--- config.mk ---
export PLATFORM = sky130hd
export DESIGN_NAME = kypd_scan_ctrl
export DESIGN_NICKNAME = d
export VERILOG_FILES = /design/src/rtl/kypd_pkg.sv /design/src/rtl/kypd_evt_fifo.sv /design/src/rtl/kypd_scan_ctrl.sv
export SDC_FILE = /design/constraint.sdc
export NUM_CORES = 1
export LEC_CHECK = 0
export BUFFER_PORTS_ARGS = -buffer_cell sky130_fd_sc_hd__buf_2
export CAP_MARGIN = 20
export CELL_PAD_IN_SITES_DETAIL_PLACEMENT = 0
export CELL_PAD_IN_SITES_GLOBAL_PLACEMENT = 1
export CORE_MARGIN = 2
export CORE_UTILIZATION = 48
export DETAILED_ROUTE_END_ITERATION = 10
export GPL_TIMING_DRIVEN = 0
export PLACE_DENSITY_LB_ADDON = 0.05
export SLEW_MARGIN = 30
export SYNTH_ARGS = -nofsm -noshare
export SYNTH_HDL_FRONTEND = slang
export SYNTH_SLANG_ARGS = --single-unit
--- constraint.sdc ---
create_clock -name clk -period 4.9 [get_ports clk]
set_input_delay 0.49 -clock clk [delete_from_list [all_inputs] [get_ports clk]]
set_output_delay 0.49 -clock clk [all_outputs]
set_load 0.02 [all_outputs]
--- src/rtl/kypd_pkg.sv ---
// kypd_pkg: shared types and lookup tables for the 4x4 keypad scan controller.
// Rev 1.0
`default_nettype none

package kypd_pkg;

  typedef enum logic [0:0] {
    ST_SCAN = 1'b0,
    ST_EVAL = 1'b1
  } kypd_state_e;

  // Keypad legend indexed by scan position 4*column + row (row 0 is the top row).
  localparam logic [3:0] C_KEY_MAP [16] = '{
    4'h1, 4'h4, 4'h7, 4'h0,
    4'h2, 4'h5, 4'h8, 4'hF,
    4'h3, 4'h6, 4'h9, 4'hE,
    4'hA, 4'hB, 4'hC, 4'hD
  };

  // Note frequency in Hz indexed by key code.
  localparam logic [11:0] C_FREQ_TBL [16] = '{
    12'd392, 12'd523, 12'd349, 12'd262,
    12'd494, 12'd330, 12'd247, 12'd440,
    12'd294, 12'd220, 12'd175, 12'd165,
    12'd147, 12'd131, 12'd196, 12'd262
  };

  localparam logic [11:0] C_RESET_FREQ = 12'd440;

endpackage

`default_nettype wire

--- src/rtl/kypd_evt_fifo.sv ---
// kypd_evt_fifo: small synchronous event FIFO, valid/ready pop side, sticky overflow on dropped push.
// Rev 1.0
`default_nettype none

module kypd_evt_fifo
  import kypd_pkg::*;
#(
  parameter int WIDTH = 5,
  parameter int DEPTH = 4
) (
  input  logic             clk,
  input  logic             rst,
  input  logic             i_push,
  input  logic [WIDTH-1:0] i_data,
  output logic             o_valid,
  input  logic             i_ready,
  output logic [WIDTH-1:0] o_data,
  output logic             o_overflow
);

  localparam int AW = $clog2(DEPTH);

  logic [WIDTH-1:0] r_mem [DEPTH];
  logic [AW:0]      r_wr_ptr;
  logic [AW:0]      r_rd_ptr;
  logic             r_overflow;
  logic             w_empty;
  logic             w_full;
  logic             w_pop;
  logic             w_wr_en;

  // A pop frees a slot in the same cycle, so a full FIFO still takes a push when popping.
  always_comb begin
    w_empty = (r_wr_ptr == r_rd_ptr);
    w_full  = (r_wr_ptr[AW] != r_rd_ptr[AW]) && (r_wr_ptr[AW-1:0] == r_rd_ptr[AW-1:0]);
    w_pop   = !w_empty && i_ready;
    w_wr_en = i_push && (!w_full || w_pop);
  end

  always_ff @(posedge clk) begin
    if (w_wr_en) r_mem[r_wr_ptr[AW-1:0]] <= i_data;
  end

  always_ff @(posedge clk or posedge rst) begin
    if (rst) begin
      r_wr_ptr   <= '0;
      r_rd_ptr   <= '0;
      r_overflow <= 1'b0;
    end else begin
      if (w_wr_en) r_wr_ptr <= r_wr_ptr + (AW+1)'(1);
      if (w_pop)   r_rd_ptr <= r_rd_ptr + (AW+1)'(1);
      if (i_push && w_full && !w_pop) r_overflow <= 1'b1;
    end
  end

  assign o_valid    = !w_empty;
  assign o_data     = w_empty ? '0 : r_mem[r_rd_ptr[AW-1:0]];
  assign o_overflow = r_overflow;

endmodule

`default_nettype wire

--- src/rtl/kypd_scan_ctrl.sv ---
// kypd_scan_ctrl: 4x4 keypad column scan, per-key debounce, event FIFO and held note frequency.
// Define KYPD_RELEASE_EVT_EN to also queue release events.  Rev 1.0
`default_nettype none

module kypd_scan_ctrl
  import kypd_pkg::*;
#(
  parameter int SCAN_CYCLES    = 100000,
  parameter int SETTLE_CYCLES  = 8,
  parameter int DEBOUNCE_SCANS = 4,
  parameter int FIFO_DEPTH     = 4
) (
  input  logic        clk,
  input  logic        rst,
  input  logic [3:0]  Row,
  output logic [3:0]  Col,
  output logic        evt_valid,
  input  logic        evt_ready,
  output logic [3:0]  evt_key,
  output logic        evt_press,
  output logic [11:0] freq,
  output logic        overflow
);

  localparam int             CW       = $clog2(SCAN_CYCLES);
  localparam logic [CW-1:0]  C_LAST   = CW'(SCAN_CYCLES - 1);
  localparam logic [CW-1:0]  C_SAMPLE = CW'(SETTLE_CYCLES);
  localparam logic [3:0]     C_DEB    = 4'(DEBOUNCE_SCANS);

  kypd_state_e   r_state, w_state_nxt;
  logic [1:0]    r_cidx, w_cidx_nxt;
  logic [CW-1:0] r_cnt, w_cnt_nxt;
  logic [3:0]    r_idx, w_idx_nxt;
  logic [3:0]    r_col, w_col_nxt;

  logic [3:0]    r_row_s1, r_row_s2;
  logic [3:0]    r_raw [4];
  logic [15:0]   r_stable;
  logic [3:0]    r_dcnt [16];
  logic [11:0]   r_freq;

  logic [1:0]    w_rsel;
  logic [3:0]    w_raw_col;
  logic          w_raw_press;
  logic          w_differ;
  logic [3:0]    w_dcnt_inc;
  logic          w_commit;
  logic [3:0]    w_key;
  logic          w_push;
  logic [4:0]    w_fifo_data;

  always_ff @(posedge clk or posedge rst) begin
    if (rst) begin
      r_state <= ST_SCAN;
      r_cidx  <= '0;
      r_cnt   <= '0;
      r_idx   <= '0;
      r_col   <= 4'hF;
    end else begin
      r_state <= w_state_nxt;
      r_cidx  <= w_cidx_nxt;
      r_cnt   <= w_cnt_nxt;
      r_idx   <= w_idx_nxt;
      r_col   <= w_col_nxt;
    end
  end

  always_comb begin
    w_state_nxt = r_state;
    w_cidx_nxt  = r_cidx;
    w_cnt_nxt   = r_cnt;
    w_idx_nxt   = r_idx;
    case (r_state)
      ST_SCAN: begin
        if (r_cnt == C_LAST) begin
          w_cnt_nxt = '0;
          if (r_cidx == 2'd3) begin
            w_state_nxt = ST_EVAL;
            w_idx_nxt   = '0;
          end else begin
            w_cidx_nxt = r_cidx + 2'd1;
          end
        end else begin
          w_cnt_nxt = r_cnt + CW'(1);
        end
      end
      ST_EVAL: begin
        w_idx_nxt = r_idx + 4'd1;
        if (r_idx == 4'd15) begin
          w_state_nxt = ST_SCAN;
          w_cidx_nxt  = '0;
        end
      end
      default: w_state_nxt = ST_SCAN;
    endcase
    // Col is registered from the next state so the drive lines up with the phase counter.
    w_col_nxt = (w_state_nxt == ST_SCAN) ? ~(4'b1000 >> w_cidx_nxt) : 4'hF;
  end

  always_comb begin
    w_rsel      = ~r_idx[1:0];
    w_raw_col   = r_raw[r_idx[3:2]];
    w_raw_press = ~w_raw_col[w_rsel];
    w_differ    = (w_raw_press != r_stable[r_idx]);
    w_dcnt_inc  = r_dcnt[r_idx] + 4'd1;
    w_commit    = (r_state == ST_EVAL) && w_differ && (w_dcnt_inc == C_DEB);
    w_key       = C_KEY_MAP[r_idx];
  end

  always_ff @(posedge clk or posedge rst) begin
    if (rst) begin
      r_row_s1 <= 4'hF;
      r_row_s2 <= 4'hF;
      r_stable <= '0;
      r_freq   <= C_RESET_FREQ;
      for (int k = 0; k < 4; k++)  r_raw[k]  <= 4'hF;
      for (int k = 0; k < 16; k++) r_dcnt[k] <= '0;
    end else begin
      r_row_s1 <= Row;
      r_row_s2 <= r_row_s1;
      if (r_state == ST_SCAN && r_cnt == C_SAMPLE) r_raw[r_cidx] <= r_row_s2;
      if (r_state == ST_EVAL) begin
        if (!w_differ) begin
          r_dcnt[r_idx] <= '0;
        end else if (w_commit) begin
          r_dcnt[r_idx]   <= '0;
          r_stable[r_idx] <= w_raw_press;
        end else begin
          r_dcnt[r_idx] <= w_dcnt_inc;
        end
      end
      if (w_commit && w_raw_press) r_freq <= C_FREQ_TBL[w_key];
    end
  end

`ifdef KYPD_RELEASE_EVT_EN
  assign w_push = w_commit;
`else
  assign w_push = w_commit && w_raw_press;
`endif

  assign w_fifo_data = {w_raw_press, w_key};

  kypd_evt_fifo #(
    .WIDTH (5),
    .DEPTH (FIFO_DEPTH)
  ) u_fifo (
    .clk        (clk),
    .rst        (rst),
    .i_push     (w_push),
    .i_data     (w_fifo_data),
    .o_valid    (evt_valid),
    .i_ready    (evt_ready),
    .o_data     ({evt_press, evt_key}),
    .o_overflow (overflow)
  );

  assign Col  = r_col;
  assign freq = r_freq;

endmodule

`default_nettype wire
== Yosys cells after proc, flatten, opt, wreduce, memory -nomap -nowiden ==
Memory sizes are Yosys's and may differ from the RTL's. A register that Yosys moved wholly into a read port is not among the register bits.
Cells that the tools add are included.
Word-level totals
  register bits after elaboration: 139
  memories: 3
  memory bits (writable): 20
  bits of input ports: 7
  ROM bits: 256
Memory list
  (no name shown): words 16, width 12, read ports 1, clocked after Yosys merged registers in 1, wr ports 0, line kypd_scan_ctrl.sv:132  | if (w_commit && w_raw_press) r_freq <= C_FREQ_TBL[w_key];
  (no name shown): words 16, width 4, read ports 1, clocked after Yosys merged registers in 0, wr ports 0, line kypd_scan_ctrl.sv:107  | w_key = C_KEY_MAP[r_idx];
  u_fifo.r_mem: words 4, width 5, read ports 1, clocked after Yosys merged registers in 0, wr ports 1, line kypd_evt_fifo.sv:23  | logic [WIDTH-1:0] r_mem [DEPTH];
Operators by class
  order comparisons: 8
  bitwise gates (word level): 10
  equal/unequal tests: 11
  shift operators: 1
  reduce and logical (&&, ||, !) cells: 18
  multiplexer cells: 39
  add/sub/neg operators: 6
Operator list (count)
  two-way mux 64 bit: 2
  bitwise AND 64 bit: 1
  bitwise mux 64 bit: 1
  inverter 64 bit: 1
  two-way mux 4 bit: 11
  bitwise mux 16 bit: 2
  adder 17 x 1 -> 17 bit (second input constant): 1
  equality test 17 bit (second input constant): 1
  equality test 17 x 4 -> 1 bit (second input constant): 1
  two-way mux 17 bit: 1
  binary-select mux 4 bit (select 4 bit): 1
  demux 4 bit (select 4 bit): 1
  logical AND 1 bit: 12
  inverter 4 -> 5 bit: 2
  adder 4 x 1 -> 4 bit (second input constant): 2
  binary-select mux 4 bit (select 2 bit): 1
  demux 4 bit (select 2 bit): 1
  two-way mux 1 bit: 8
  case mux 4 bit (2 select lines): 1
  adder 3 x 1 -> 3 bit (second input constant): 2
  greater-or-equal comparator 3 bit (second input constant): 2
  two-way mux 2 bit: 3
  inverter 2 -> 3 bit: 2
  greater-or-equal comparator 5 bit (second input constant): 1
  other kinds (27): 32

== Longest topological paths before layout ==
  depth after elaboration: 14
  depth in mapped cells: 17
  gate-level depth less buffers: 12

== Cells and area by module ==
A second synthesis with hierarchy kept.
Second synthesis, totals
  cell total of the unflattened synthesis: 753
  area total of the unflattened synthesis: 8859.7 µm²
Modules (own cells, without submodules)
  kypd_scan_ctrl: sequential area each 3594.7 µm², cells an instance 680, instances 1, area each 7581.0 µm²
  kypd_evt_fifo: sequential area each 775.7 µm², cells an instance 73, instances 1, area each 1278.7 µm²

== Least setup slack after synthesis ==
OpenSTA, ideal clock, no wires.
  path type: reg-to-reg
  from: reg r_idx[0]
  to: reg u_fifo.r_wr_ptr[2]
  slack: 1.648 ns
  path buffers: 5
  cell stages (with the launch flop): 16
  period minus slack after synthesis: 3.252 ns
  data arrival time: 3.118 ns
  cells stage by stage: dfrtp_1 -> buf_6 -> buf_8 -> buf_4 -> mux4_2 -> o22ai_1 -> a21oi_1 -> ha_1 -> and2_1 -> buf_1 -> nand2_1 -> nor3_1 -> o31a_1 -> buf_2 -> and3_1 -> xor2_1
On the way
  word-level cells in the longest chain between the ends: 9
Ends and longest elaborated chain
  from (decl): line kypd_scan_ctrl.sv:33  | logic [3:0] r_idx, w_idx_nxt;
  from (signal assigned): line kypd_scan_ctrl.sv:63  | r_idx <= w_idx_nxt;
  inverter 4 -> 5 bit (implied by the code) or inverter 2 bit (tied branches): line kypd_scan_ctrl.sv:105, kypd_scan_ctrl.sv:101
  binary-select mux 4 bit (select 4 bit) or binary-select mux 1 bit (select 2 bit) (tied branches): line kypd_scan_ctrl.sv:105, kypd_scan_ctrl.sv:103
  two-way mux 4 bit (implied by the code) or two-way mux 1 bit (tied branches): line kypd_scan_ctrl.sv:105, kypd_scan_ctrl.sv:103
  two-way mux 4 bit (implied by the code) or inverter 1 bit (tied branches): line kypd_scan_ctrl.sv:105, kypd_scan_ctrl.sv:103
  adder 4 x 1 -> 4 bit or != test 1 bit (tied branches): line kypd_scan_ctrl.sv:105, kypd_scan_ctrl.sv:104
  equality test 4 x 3 -> 1 bit or logical AND 1 bit (tied branches): line kypd_scan_ctrl.sv:106  | w_commit = (r_state == ST_EVAL) && w_differ && (w_dcnt_inc == C_DEB);
  logical AND 1 bit: line kypd_scan_ctrl.sv:106
  logical AND 1 bit (*): line kypd_scan_ctrl.sv:139  | assign w_push = w_commit && w_raw_press;
  logical AND 1 bit (*): line kypd_evt_fifo.sv:37  | w_wr_en = i_push && (!w_full || w_pop);
  to (signal assigned): line kypd_evt_fifo.sv:50  | if (w_wr_en) r_wr_ptr <= r_wr_ptr + (AW+1)'(1);
  to (decl): line kypd_evt_fifo.sv:24  | logic [AW:0] r_wr_ptr;
Every way passes the cells marked *; elsewhere a longest branch is shown, timed or not. The select of a mux whose other input is x is not followed.
A chain may end at the register's enable or synchronous reset.

== Worst setup path after layout ==
  from: reg r_idx[1]
  to: mem u_fifo.r_mem[3][4], enable pin
On the way
  word-level cells in the longest chain between the ends: 11
Ends and longest elaborated chain
  inverter 4 -> 5 bit (implied by the code) or inverter 2 bit (tied branches): line kypd_scan_ctrl.sv:105, kypd_scan_ctrl.sv:101
  binary-select mux 4 bit (select 4 bit) or binary-select mux 1 bit (select 2 bit) (tied branches): line kypd_scan_ctrl.sv:105, kypd_scan_ctrl.sv:103
  two-way mux 4 bit (implied by the code) or two-way mux 1 bit (tied branches): line kypd_scan_ctrl.sv:105, kypd_scan_ctrl.sv:103
  two-way mux 4 bit (implied by the code) or inverter 1 bit (tied branches): line kypd_scan_ctrl.sv:105, kypd_scan_ctrl.sv:103
  adder 4 x 1 -> 4 bit or != test 1 bit (tied branches): line kypd_scan_ctrl.sv:105, kypd_scan_ctrl.sv:104
  equality test 4 x 3 -> 1 bit or logical AND 1 bit (tied branches): line kypd_scan_ctrl.sv:106
  logical AND 1 bit: line kypd_scan_ctrl.sv:106
  logical AND 1 bit (*): line kypd_scan_ctrl.sv:139
  logical AND 1 bit (*): line kypd_evt_fifo.sv:37
  two-way mux 1 bit (*): line kypd_evt_fifo.sv:41  | if (w_wr_en) r_mem[r_wr_ptr[AW-1:0]] <= i_data;
  two-way mux 1 bit (implied by the code) (*): line kypd_evt_fifo.sv:41
  to (decl): line kypd_evt_fifo.sv:23
Marks and branches as above.

==> out/results.txt <==
run status = complete, no violations
H-tree depth = 4
synth warn = 0
Clock Latency Late Sink = 0.44 ns
P_leak = 3.97 nW
Hold Fails Final Rpt = 0
PortBufs = 27
clock power share = 47.7%
first-pass GRT wire length = 30.3 mm
core area = 16600 um^2
HPWL Detailed = 13.1 mm
register area share after synthesis = 53.1%
Period minus WS final = 4.33 ns
Max Fanout on Critical Path = 10
sw power = 0.000651 W
Req. time, crit path = 5.00 ns
synthesized instance count = 731
Async S/R FF share, synth = 88.2%
Logic pwr share = 1.6%
RD Place Congestion = 0.835
Chip Width = 135 um
met2 GRT Util = 34.4%
startpoint class of the critical path = flip-flop
die height = 135 um
final setup fails = 0
initial core utilization = 49.4%
Max-Cap Viols = 0
clk root buf = clkbuf_16
Yosys reg bits = 169
clock skew = 0.0148 ns
residual DRC count = 0
path category of the worst min-delay check = in -> async
post-cts resize count = 0
Place WS = 0.612 ns
R2R depth = 13
Num CTS Buffers = 17
fin cells = 1012
starting DRC count in detailed routing = 376
vias in the first global route = 5688
Die Area = 18200 um^2
Worst-path clk slew = 0.08 ns
Main synth FF type = dfrtp_1
grt total ovfl = 0
Worst EP arrival = 4.43 ns
GRT Resource Usage Total = 21.6%
DRT antenna net count = 0
# rows = 47
library cells used by synthesis = 62
GR Layer Usage met3 = 4.50%
most area-consuming cells after synthesis = dfrtp_1 (35%), dfstp_2 (11%), edfxtp_1 (7.3%), mux4_2 (7.1%), nand2_1 (6.0%)
Post-synth EDFFs = 20
most frequent cells in the layout = nand2_1 (131), dfrtp_1 (116), o21ai_0 (75)
final worst path period share = 88.4%
Setup CP Type = reg -> reg
Slew @ Worst Pin = 0.934 ns
fin. max-slew vios = 0
Max VDD drop = 250 uV
Flop pwr share = 50.7%
RSZ-0062 raised after global routing = no
area leader, netlist = dfrtp_1
Reg-to-Reg Start = r_idx[1]
CTS tree = yes
commonest non-fill, non-tap cell in the layout = nand2_1
PwrDens = 304 nW/um^2
via count = 5668
Area Overhead vs Synth = 12.7%
r2r setup slk = 0.57 ns
clock sink count = 169
largest net degree at the start of global routing = 85
TritonRoute pass-1 iters = 5
Via-to-Cell Ratio = 5.60
M1 GR Usage = 30.5%
io pins = 30
CTS Buffer Depth = 2
Hold Buf Count CTS = 0
number of diodes = 0
FF-to-FF End = u_fifo.r_mem[3][4]
final WL = 18.4 mm
final worst slack = 0.570 ns
initial antenna violation count = 0
mean post-synth cell area = 11.3 um^2
CP endpoint kind = flip-flop
Internal = 0.00217 W
proportion of layout cells with a drive suffix above 1 = 20.6%
fraction of post-synthesis cell area in the top cell type by area = 35.3%
routed len/inst = 18.2 um
Net Sw Frac = 23.1%
fill count = 1419
Cell Area, Synth = 8230 um^2
Peak Freq = 0.231 GHz
DP Cell Count = 980
Layout Nets = 807
number of setup buffers added after CTS = 0
busiest grt layer = met2
max_slew headroom = 37.3%
==> through the flow <==
step	power [W]	instance area, um^2	util (%)	hold slack (ns)	setup TNS, ns
after floorplan	0.00148	8230	-	0.345	0
after global placement	0.00150	8640	51.9	0.347	-117.74
after detailed placement	0.00150	8680	52.1	0.347	0
after CTS	0.00285	9270	55.7	0.0979	0
after global routing	0.00292	9270	55.7	0.113	0
final	0.00282	9270	55.7	0.0859	0
==> final cells by class <==
type	count	area [um^2]	area share, %
Buffer	39	209	2.25
Tap cell	220	275	2.97
Multi-Input combinational cell	501	3560	38.4
Clock buffer	19	475	5.13
Timing Repair Buffer	28	163	1.75
Inverter	23	95.1	1.03
Sequential cell	169	4370	47.1
Clock inverter	13	121	1.31
==> worst max path at each step <==
stage,cells after the start,start,endpoint,slack [ns]
2_1_floorplan,1,rst,freq[0],0.46
3_3_place_gp,2,rst,r_dcnt[44],-1.03
3_5_place_dp,13,r_idx[1],u_fifo.r_mem[3][3],0.61
4_1_cts,13,r_idx[1],u_fifo.r_mem[3][4],0.57
5_1_grt,13,r_idx[1],u_fifo.r_mem[3][4],0.23
6_report,13,r_idx[1],u_fifo.r_mem[3][4],0.57
==> cells in the mapped netlist (all sizes together), types with 2 or more instances <==
| library cell | instances |
|---|---|
| dfstp | 33 |
| a31oi | 3 |
| a22o | 2 |
| edfxtp | 20 |
| mux4 | 28 |
| and3 | 12 |
| xor2 | 6 |
| ha | 21 |
| nand4b | 2 |
| buf | 17 |
| nor3 | 9 |
| inv | 22 |
| nand2 | 131 |
| nand3 | 15 |
| o311ai | 2 |
| nor2b | 8 |
| dfrtp | 116 |
| nor2 | 29 |
| o41ai | 4 |
| nor3b | 2 |
| o211ai | 3 |
| nand2b | 6 |
| o22ai | 3 |
| o21ai | 86 |
| clkbuf | 22 |
| mux2i | 13 |
| and2 | 3 |
| o21a | 2 |
| a21oi | 13 |
| o221ai | 6 |
| o31a | 2 |
| xnor2 | 13 |
| a21o | 2 |
| nor4 | 21 |
| o31ai | 3 |
| mux2 | 37 |
==> registers in the layout (all words and copies together) (netlist names) <==
name               count
Col                    4
freq                  10
r_cidx                 2
r_cnt                 17
r_dcnt                64
r_idx                  4
r_raw                 16
r_row_s1               4
r_row_s2               4
r_stable              16
r_state                1
u_fifo.o_overflow      1
u_fifo.r_mem          20
u_fifo.r_rd_ptr        3
u_fifo.r_wr_ptr        3
==> layer usage <==
layer	routed length, um	part of all wire, %
met5	0	0
met4	246	1.3
met2	8580	47
met1	8720	47
met3	834	4.5
==> power groups by stage <==
stage	clock [W]	sequential, W	combinational, W
3_5_place_dp	0	0.00145	0.0000478
6_report	0.00134	0.00143	0.0000459
5_1_grt	0.00144	0.00143	0.0000526
3_3_place_gp	0	0.00145	0.0000426
2_1_floorplan	0	0.00145	0.0000311
4_1_cts	0.00137	0.00143	0.0000479
==> logic make-up after synthesis <==
kind of cell | after synthesis | synth area share [%]
mux | 78 | 14.4
fa+ha+maj | 21 | 3.19
simple gates | 244 | 13.5
xor+xnor | 19 | 2.11
other cells | 1 | 0.0456
buf+inv | 62 | 3.60
compound gates | 137 | 10.0
flops | 169 | 53.1
==> critical path: stages, from the launching register on <==
cell and delay [ns]:
dfrtp_1 0.64, clkbuf_1 0.63, nand2_1 0.37, o221ai_1 0.35
o22ai_1 0.17, a21oi_1 0.21, ha_1 0.19, and2_1 0.12
buf_1 0.28, nand2_1 0.09, nor3_1 0.17, o31a_1 0.16
buf_2 0.21, and3_1 0.38
Power figures use the tool's default switching activity.
